## src/rtl/multicycle_control_fsm.sv

```systemverilog
// Multicycle RV32I-subset sequencing controller.
// Moore FSM driving the shared ALU, the shared memory port and the PC/IR/register
// write enables. Memory states stretch on mem_ready. Unsupported opcodes trap.
//
// state    | meaning
// FETCH    | read instruction at PC, PC <= PC+4 when memory responds
// DECODE   | read registers, branch/jump target into ALUOut
// MEMADR   | effective address for lw/sw
// MEMREAD  | load data read, waits for mem_ready
// MEMWB    | loaded data into rd
// MEMWRITE | store data written, waits for mem_ready
// EXECR    | R-type ALU op
// EXECI    | I-type ALU op
// ALUWB    | ALUOut into rd
// BEQ      | compare, take branch on Zero
// JAL      | PC <= target, link value computed
// TRAP     | unsupported opcode, held until reset
module multicycle_control_fsm #(
    parameter bit MEM_WAIT_EN = 1'b1
) (
    input  logic       clk,
    input  logic       reset,
    input  logic [6:0] Op,
    input  logic [2:0] funct3,
    input  logic       funct7,
    input  logic       Zero,
    input  logic       mem_ready,
    output logic       PCWrite,
    output logic       IRWrite,
    output logic       AdrSrc,
    output logic       MemWrite,
    output logic       RegWrite,
    output logic [1:0] ResultSrc,
    output logic [1:0] ALUSrcA,
    output logic [1:0] ALUSrcB,
    output logic [1:0] ImmSrc,
    output logic [2:0] ALUControl,
    output logic       illegal,
    output logic [3:0] state
);

    typedef enum logic [3:0] {
        S_FETCH    = 4'd0,
        S_DECODE   = 4'd1,
        S_MEMADR   = 4'd2,
        S_MEMREAD  = 4'd3,
        S_MEMWB    = 4'd4,
        S_MEMWRITE = 4'd5,
        S_EXECR    = 4'd6,
        S_EXECI    = 4'd7,
        S_ALUWB    = 4'd8,
        S_BEQ      = 4'd9,
        S_JAL      = 4'd10,
        S_TRAP     = 4'd11
    } state_t;

    typedef enum logic [1:0] {
        ALUOP_ADD   = 2'd0,
        ALUOP_SUB   = 2'd1,
        ALUOP_FUNCT = 2'd2
    } aluop_t;

    localparam logic [6:0] OP_LW   = 7'b0000011;
    localparam logic [6:0] OP_SW   = 7'b0100011;
    localparam logic [6:0] OP_R    = 7'b0110011;
    localparam logic [6:0] OP_I    = 7'b0010011;
    localparam logic [6:0] OP_BEQ  = 7'b1100011;
    localparam logic [6:0] OP_JAL  = 7'b1101111;

    state_t     r_state;
    logic       w_ready;
    aluop_t     w_aluop;
    logic [2:0] w_funct_ctrl;

    // With waits disabled the memory is assumed to answer every cycle.
    assign w_ready = MEM_WAIT_EN ? mem_ready : 1'b1;
    assign state   = r_state;

    // State register and transitions; unused codes fall back to FETCH.
    always_ff @(posedge clk or posedge reset) begin
        if (reset) begin
            r_state <= S_FETCH;
        end else begin
            case (r_state)
                S_FETCH:    if (w_ready) r_state <= S_DECODE;
                S_DECODE: begin
                    case (Op)
                        OP_LW, OP_SW: r_state <= S_MEMADR;
                        OP_R:         r_state <= S_EXECR;
                        OP_I:         r_state <= S_EXECI;
                        OP_BEQ:       r_state <= S_BEQ;
                        OP_JAL:       r_state <= S_JAL;
                        default:      r_state <= S_TRAP;
                    endcase
                end
                S_MEMADR:   r_state <= (Op == OP_LW) ? S_MEMREAD : S_MEMWRITE;
                S_MEMREAD:  if (w_ready) r_state <= S_MEMWB;
                S_MEMWRITE: if (w_ready) r_state <= S_FETCH;
                S_EXECR,
                S_EXECI,
                S_JAL:      r_state <= S_ALUWB;
                S_MEMWB,
                S_ALUWB,
                S_BEQ:      r_state <= S_FETCH;
                S_TRAP:     r_state <= S_TRAP;
                default:    r_state <= S_FETCH;
            endcase
        end
    end

    // funct3/funct7 decode shared by R-type and I-type; sub only for R-type.
    always_comb begin
        w_funct_ctrl = 3'b000;
        case (funct3)
            3'b000:  w_funct_ctrl = (Op[5] & funct7) ? 3'b001 : 3'b000;
            3'b010:  w_funct_ctrl = 3'b101;
            3'b110:  w_funct_ctrl = 3'b011;
            3'b111:  w_funct_ctrl = 3'b010;
            default: w_funct_ctrl = 3'b000;
        endcase
    end

    // Moore output decode; reset holds every enable and select at zero.
    always_comb begin
        PCWrite    = 1'b0;
        IRWrite    = 1'b0;
        AdrSrc     = 1'b0;
        MemWrite   = 1'b0;
        RegWrite   = 1'b0;
        ResultSrc  = 2'b00;
        ALUSrcA    = 2'b00;
        ALUSrcB    = 2'b00;
        ImmSrc     = 2'b00;
        ALUControl = 3'b000;
        illegal    = 1'b0;
        w_aluop    = ALUOP_ADD;
        if (!reset) begin
            case (Op)
                OP_SW:   ImmSrc = 2'b01;
                OP_BEQ:  ImmSrc = 2'b10;
                OP_JAL:  ImmSrc = 2'b11;
                default: ImmSrc = 2'b00;
            endcase
            case (r_state)
                S_FETCH: begin
                    ALUSrcB   = 2'b10;
                    ResultSrc = 2'b10;
                    IRWrite   = w_ready;
                    PCWrite   = w_ready;
                end
                S_DECODE: begin
                    ALUSrcA = 2'b01;
                    ALUSrcB = 2'b01;
                end
                S_MEMADR: begin
                    ALUSrcA = 2'b10;
                    ALUSrcB = 2'b01;
                end
                S_MEMREAD:  AdrSrc = 1'b1;
                S_MEMWB: begin
                    ResultSrc = 2'b01;
                    RegWrite  = 1'b1;
                end
                S_MEMWRITE: begin
                    AdrSrc   = 1'b1;
                    MemWrite = 1'b1;
                end
                S_EXECR: begin
                    ALUSrcA = 2'b10;
                    w_aluop = ALUOP_FUNCT;
                end
                S_EXECI: begin
                    ALUSrcA = 2'b10;
                    ALUSrcB = 2'b01;
                    w_aluop = ALUOP_FUNCT;
                end
                S_ALUWB:    RegWrite = 1'b1;
                S_BEQ: begin
                    ALUSrcA = 2'b10;
                    w_aluop = ALUOP_SUB;
                    PCWrite = Zero;
                end
                S_JAL: begin
                    ALUSrcA = 2'b01;
                    ALUSrcB = 2'b10;
                    PCWrite = 1'b1;
                end
                S_TRAP:     illegal = 1'b1;
                default: ;
            endcase
            case (w_aluop)
                ALUOP_SUB:   ALUControl = 3'b001;
                ALUOP_FUNCT: ALUControl = w_funct_ctrl;
                default:     ALUControl = 3'b000;
            endcase
        end
    end

endmodule
```

## config.mk

```make
export PLATFORM = sky130hd
export DESIGN_NAME = multicycle_control_fsm
export DESIGN_NICKNAME = d
export VERILOG_FILES = /design/src/rtl/multicycle_control_fsm.sv
export SDC_FILE = /design/constraint.sdc
export NUM_CORES = 1
export LEC_CHECK = 0
export BUFFER_PORTS_ARGS = -buffer_cell sky130_fd_sc_hd__buf_2
export CORE_UTILIZATION = 43
export CTS_CLUSTER_DIAMETER = 80
export DETAILED_ROUTE_END_ITERATION = 10
export MAX_ROUTING_LAYER = met4
export PLACE_DENSITY = 0.84
export SLEW_MARGIN = 20
export SYNTH_ARGS = -nofsm -noshare
export SYNTH_HDL_FRONTEND = slang
export SYNTH_SLANG_ARGS = --single-unit
```

## constraint.sdc

```tcl
create_clock -name clk -period 2.3 [get_ports clk]
set_clock_uncertainty 0.2 [all_clocks]
set_input_delay 0.575 -clock clk [delete_from_list [all_inputs] [get_ports clk]]
set_output_delay 0.575 -clock clk [all_outputs]
set_load 0.01 [all_outputs]
```

==> impl_metrics.json, run 1 <==
{
  "die_area_um2": 1639,
  "yosysMostFrequentCell": "nor3_1",
  "setup_viol": 12,
  "yosysWarnings": 0,
  "clkTransAtPathRegs_ns": 0.06,
  "synth_area_um2": 636.9,
  "wl_per_cell_um": 17.72,
  "crit_required_ns": 1.52,
  "clock_path_buffers": 2,
  "cts_hold_buffers": 0,
  "period_share_pct": 110.8,
  "finalNetCount": 165,
  "worst_slack_ns": -0.2473,
  "critPathSlowestCell": "dfrtp_1",
  "cap_violations": 0,
  "largest_register_ffs": 4,
  "hold_viol_final": 0,
  "fin_util_pct": 90.34,
  "grt_pass1_wl_mm": 3.367,
  "p_leak_nw": 0.5813,
  "synth_top_area_share_pct": 15.72,
  "power.total_mw": 1.427,
  "critical_path_class": "flop to output pin",
  "cts_sinks": 4,
  "htree_levels": 1,
  "layout-drive-gt1-share_pct": 62.59,
  "power.density_nw_per_um2": 1184,
  "die_h_um": 40.49,
  "cpLargestDelayFamily": "buffers and inverters",
  "worstHoldPathType": "primary input to asynchronous set/reset pin",
  "drt_pass1_iterations": 4,
  "start_kind": "flop",
  "insertion_delay_ns": 0.27,
  "grt_pass1_vias": 787,
  "relSlewSlack_pct": 74.41,
  "grt_antenna_before_repair": 0,
  "viasPerCell": 6.123,
  "multi_input_comb_area_um2": 604.3,
  "synth-seq-cells": 4,
  "vias": 992,
  "yosys.area.top_type": "dfrtp_1",
  "path_cells": "buf_6, clkinvlp_4, nor4_1, buf_2",
  "ir_drop_mv": 0.9105,
  "core_area_um2": 1334,
  "syn-mean-instance-area_um2": 7.237,
  "end_kind": "output pin",
  "synth_edf_count": 0,
  "start_util_pct": 47.75,
  "finalWirelength_mm": 2.871,
  "cp_max_fo": 14,
  "fmax_mhz": 392.6,
  "drt_iter0_drc": 38,
  "yosys.cell_types.count": 37,
  "async_flop_share_pct": 100.0,
  "cts_made_buffers": 3,
  "slew_viol_final": 0,
  "io_buffer_count": 35,
  "grt_use_total_pct": 32.71,
  "yosys-top-cells-area": "dfrtp_1, clkbuf_8, nor3_1",
  "diodes": 0,
  "status": "finished, violations left",
  "crit_buf_inv": 3,
  "violations": "setup timing",
  "root_buffer": "clkbuf_4",
  "place_ws_ns": -0.1091,
  "pin_count": 36,
  "fin_hold_ws_ns": 0.2843,
  "ff_latch_area_um2": 103.9,
  "cts_tree": "done",
  "grt.overflow.total": 0,
  "arrival_ns": 1.77,
  "gp_congestion": 0.8896,
  "min_period_ns": 2.547,
  "synth_common_cells": "nor3_1, nand2_1, inv_1, nor2_1",
  "dpl.hpwl_mm": 1.474,
  "syn_nets": 105,
  "grt_max_degree": 15,
  "synthToLayoutAreaGrowth_pct": 89.20,
  "num-fill-cells": 60,
  "rsz0062_at_grt": "true",
  "worstMarginPinSlew_ns": 0.3803,
  "rows": 13,
  "synth-main-ff-cell": "dfrtp_1",
  "dieWidth_um": 40.49,
  "antenna_left": 0,
  "yosysSeqAreaShare_pct": 15.72,
  "critPathMaxStageDelay_ns": 0.43,
  "drc_errors": 0,
  "syn_inst": 88
}
[timing repair]
item | in CTS | in global routing
resized for setup | 14 | 25
hold endpoints to repair | 0 | 0
pin swaps | 8 | 8
buffers inserted | 9 | 6
setup endpoints to repair | 8 | 15
[where the power goes]
group / leakage, nW / internal [mW] / switching, mW
combinational: 0.520 / 0.575 / 0.586
sequential: 0.0465 / 0.107 / 0.0429
clock: 0.0150 / 0.0664 / 0.0486
[cell type report]
class | count | share of cell area, %
Timing Repair Buffer | 61 | 35.31
Tap cell | 15 | 1.558
Sequential cell | 4 | 8.619
Inverter | 6 | 2.181
Clock buffer | 4 | 2.181
Multi-Input combinational cell | 72 | 50.16
[worst min-delay path, delay by kind of cell]
kind	cells	cell delay, ns
buffers and inverters	4	0.51
[per-stage QoR]
step / setup TNS (ns) / std cells / area (um2)
finish: -1.176 / 162 / 1205
global route: -1.994 / 162 / 1205
CTS: -0.5936 / 159 / 1070
detailed placement: -0.1091 / 146 / 914.6
global placement: -0.07299 / 146 / 914.6
floorplan: 0 / 88 / 656.9
[cells in the final DEF, fill, tap and decap left out, types with 4 or more instances in the layout]
master / count
nand2_1: 5
nor3_1: 4
buf_4: 18
inv_1: 5
buf_2: 33
buf_6: 8
[cells by family after synthesis]
| group | after synthesis | synth area share, % |
|---|---|---|
| flops | 4 | 15.72 |
| compound gates | 21 | 24.56 |
| fa+ha+maj | 2 | 3.929 |
| buf+inv | 12 | 11.79 |
| xor+xnor | 3 | 4.126 |
| simple gates | 46 | 39.89 |
[worst paths after layout]
| path | startpoint | end | slack, ns | cells after the start |
|---|---|---|---|---|
| max | state[3] | illegal | -0.25 | 4 |
| min | reset | state[1] | 0.28 | 4 |
| max reg2reg | state[0] | state[3] | 0.47 | 9 |
| min reg2reg | state[2] | state[1] | 0.53 | 2 |
| max in group asynchronous | reset | state[0] | 1.48 | 4 |
| min in group clk | mem_ready | state[2] | 0.48 | 2 |
[layer usage]
layer / global-route usage [%] / up-vias / part of all wire, %
li1: - / 441 / -
met1: 35.86 / 464 / 35
met2: 56.75 / 73 / 53
met3: 4.444 / 14 / 8.8
met4: 16.67 / 0 / 3.3
met5: - / - / 0
Power figures use the tool's default switching activity.
==> inputs of run 2 (changes only) <==
--- a/config.mk
+++ b/config.mk
@@ -9,6 +9,7 @@
 export CORE_UTILIZATION = 43
 export CTS_CLUSTER_DIAMETER = 80
 export DETAILED_ROUTE_END_ITERATION = 10
+export GPL_TIMING_DRIVEN = 0
 export MAX_ROUTING_LAYER = met4
 export PLACE_DENSITY = 0.84
 export SLEW_MARGIN = 20
==> impl_metrics.json, run 2 (same netlist as run 1, synthesis figures left out) <==
{
  "slew_viol_final": 0,
  "clkPwrFrac_pct": 7.3,
  "wl_per_cell_um": 19.99,
  "mostFrequentLayoutCell": "buf_2",
  "diodes": 0,
  "power_frac_comb_pct": 80.5,
  "grt_pass1_vias": 774,
  "grt_antenna_before_repair": 0,
  "dpl.hpwl_mm": 1.473,
  "synthToLayoutAreaGrowth_pct": 87.43,
  "grt_max_degree": 11,
  "setup_viol": 13,
  "cp_max_fo": 4,
  "start_kind": "flop",
  "period_share_pct": 107.3,
  "largest_register_ffs": 4,
  "layout-drive-gt1-share_pct": 62.33,
  "relSlewSlack_pct": 55.62,
  "dp_cells": 138,
  "min_period_ns": 2.468,
  "status": "finished, violations left",
  "end_kind": "output pin",
  "cts_hold_buffers": 0,
  "finalNonFillerCells": 161,
  "drt_pass1_iterations": 4,
  "place_ws_ns": -0.2132,
  "antenna_left": 0,
  "power.density_nw_per_um2": 1173,
  "grt_use_total_pct": 32.56,
  "die_h_um": 40.49,
  "hold_viol_final": 0,
  "rows": 13,
  "pwr-share-seq_pct": 12.3,
  "cap_violations": 0,
  "cts_made_buffers": 3,
  "p_leak_nw": 0.5897,
  "finalNetCount": 164,
  "swShare_pct": 49.14,
  "viasPerCell": 6.335,
  "gp_congestion": 0.8507,
  "violations": "setup timing",
  "io_buffer_count": 35,
  "critical_path_class": "flop to output pin",
  "die_area_um2": 1639,
  "clock_path_buffers": 2,
  "pin_count": 36,
  "start_util_pct": 47.75,
  "insertion_delay_ns": 0.24,
  "worstHoldPathType": "primary input to asynchronous set/reset pin",
  "core_area_um2": 1334,
  "worstMarginPinSlew_ns": 0.6657,
  "switching_power_mw": 0.6880,
  "final_cell_mix": "buf_2, buf_4, inv_1",
  "rsz0062_at_grt": "true",
  "grt.overflow.total": 0,
  "grt_pass1_wl_mm": 3.463,
  "num-fill-cells": 55,
  "p_int_mw": 0.7122,
  "worst_slack_ns": -0.1683,
  "cts_sinks": 4,
  "arrival_ns": 1.69,
  "cts_tree": "done",
  "drt_iter0_drc": 55,
  "root_buffer": "clkbuf_4",
  "ir_drop_mv": 0.8199,
  "crit_required_ns": 1.52,
  "finalWirelength_mm": 3.219,
  "dieWidth_um": 40.49,
  "fmax_mhz": 405.1,
  "htree_levels": 1,
  "drc_errors": 0,
  "vias": 1020,
  "clkTransAtPathRegs_ns": 0.04
}
==> run 2: path summary, 6_finish.rpt <==
check / start / end / slack, ns / depth (start not counted)
min reg2reg: state[1] / state[3] / 0.59 / 3
min in group clk: mem_ready / state[2] / 0.47 / 2
max: state[1] / ALUControl[2] / -0.17 / 7
max reg2reg: state[0] / state[0] / 0.55 / 5
min: reset / state[0] / 0.07 / 2
max in group asynchronous: reset / state[2] / 1.64 / 2
==> run 2: worst max-delay path, stage by stage, from the launching register on <==
cell	delay, ns
dfrtp_2	0.43
nand2b_4	0.17
nor2_4	0.10
nand2_2	0.09
ha_4	0.23
nor2_4	0.09
nor4b_4	0.18
buf_2	0.16
==> run 2: metal layers <==
layer | wire length, um | share of wire (%) | GRT usage [%]
met3 | 349 | 11 | 7.222
met1 | 1157 | 36 | 37.38
met4 | 167 | 5.2 | 18.33
met2 | 1545 | 48 | 51.59
met5 | 0 | 0 | -
==> run 2: cell type report <==
type                            count  area, um2  area share (%)
Inverter                            6      22.52           1.887
Multi-Input combinational cell     72      610.6           51.15
Tap cell                           15      18.77           1.572
Clock buffer                        4      26.28           2.201
Buffer                              5      55.05           4.612
Sequential cell                     4      105.1           8.805
Timing Repair Buffer               55      355.3           29.77
==> run 2: power by group through the flow <==
stage          clock network, mW  registers (mW)  logic (mW)
3_3_place_gp                   0           0.149       0.664
2_1_floorplan                  0           0.155       0.476
6_report                   0.102           0.172        1.13
5_1_grt                    0.106           0.176        1.20
3_5_place_dp                   0           0.151       0.673
4_1_cts                    0.100           0.153       0.895
==> run 2: timing repair <==
action | in CTS | in global routing
pin swaps | 9 | 6
endpoints found under the hold margin | 0 | 0
resized for setup | 25 | 22
setup buffers | 13 | 7
setup endpoints to repair | 7 | 16
==> run 2: stage by stage <==
step	setup TNS, ns	utilization [%]	hold WS, ns	total power [mW]	area [um2]
global route	-1.928	89.49	0.08412	1.478	1194
detailed placement	-0.5654	63.79	0.3075	0.8233	850.8
CTS	-0.5311	80.30	0.07226	1.148	1071
global placement	-0.4655	63.79	0.3044	0.8129	850.8
finish	-1.014	89.49	0.06830	1.400	1194
floorplan	0	-	0.1461	0.6312	656.9
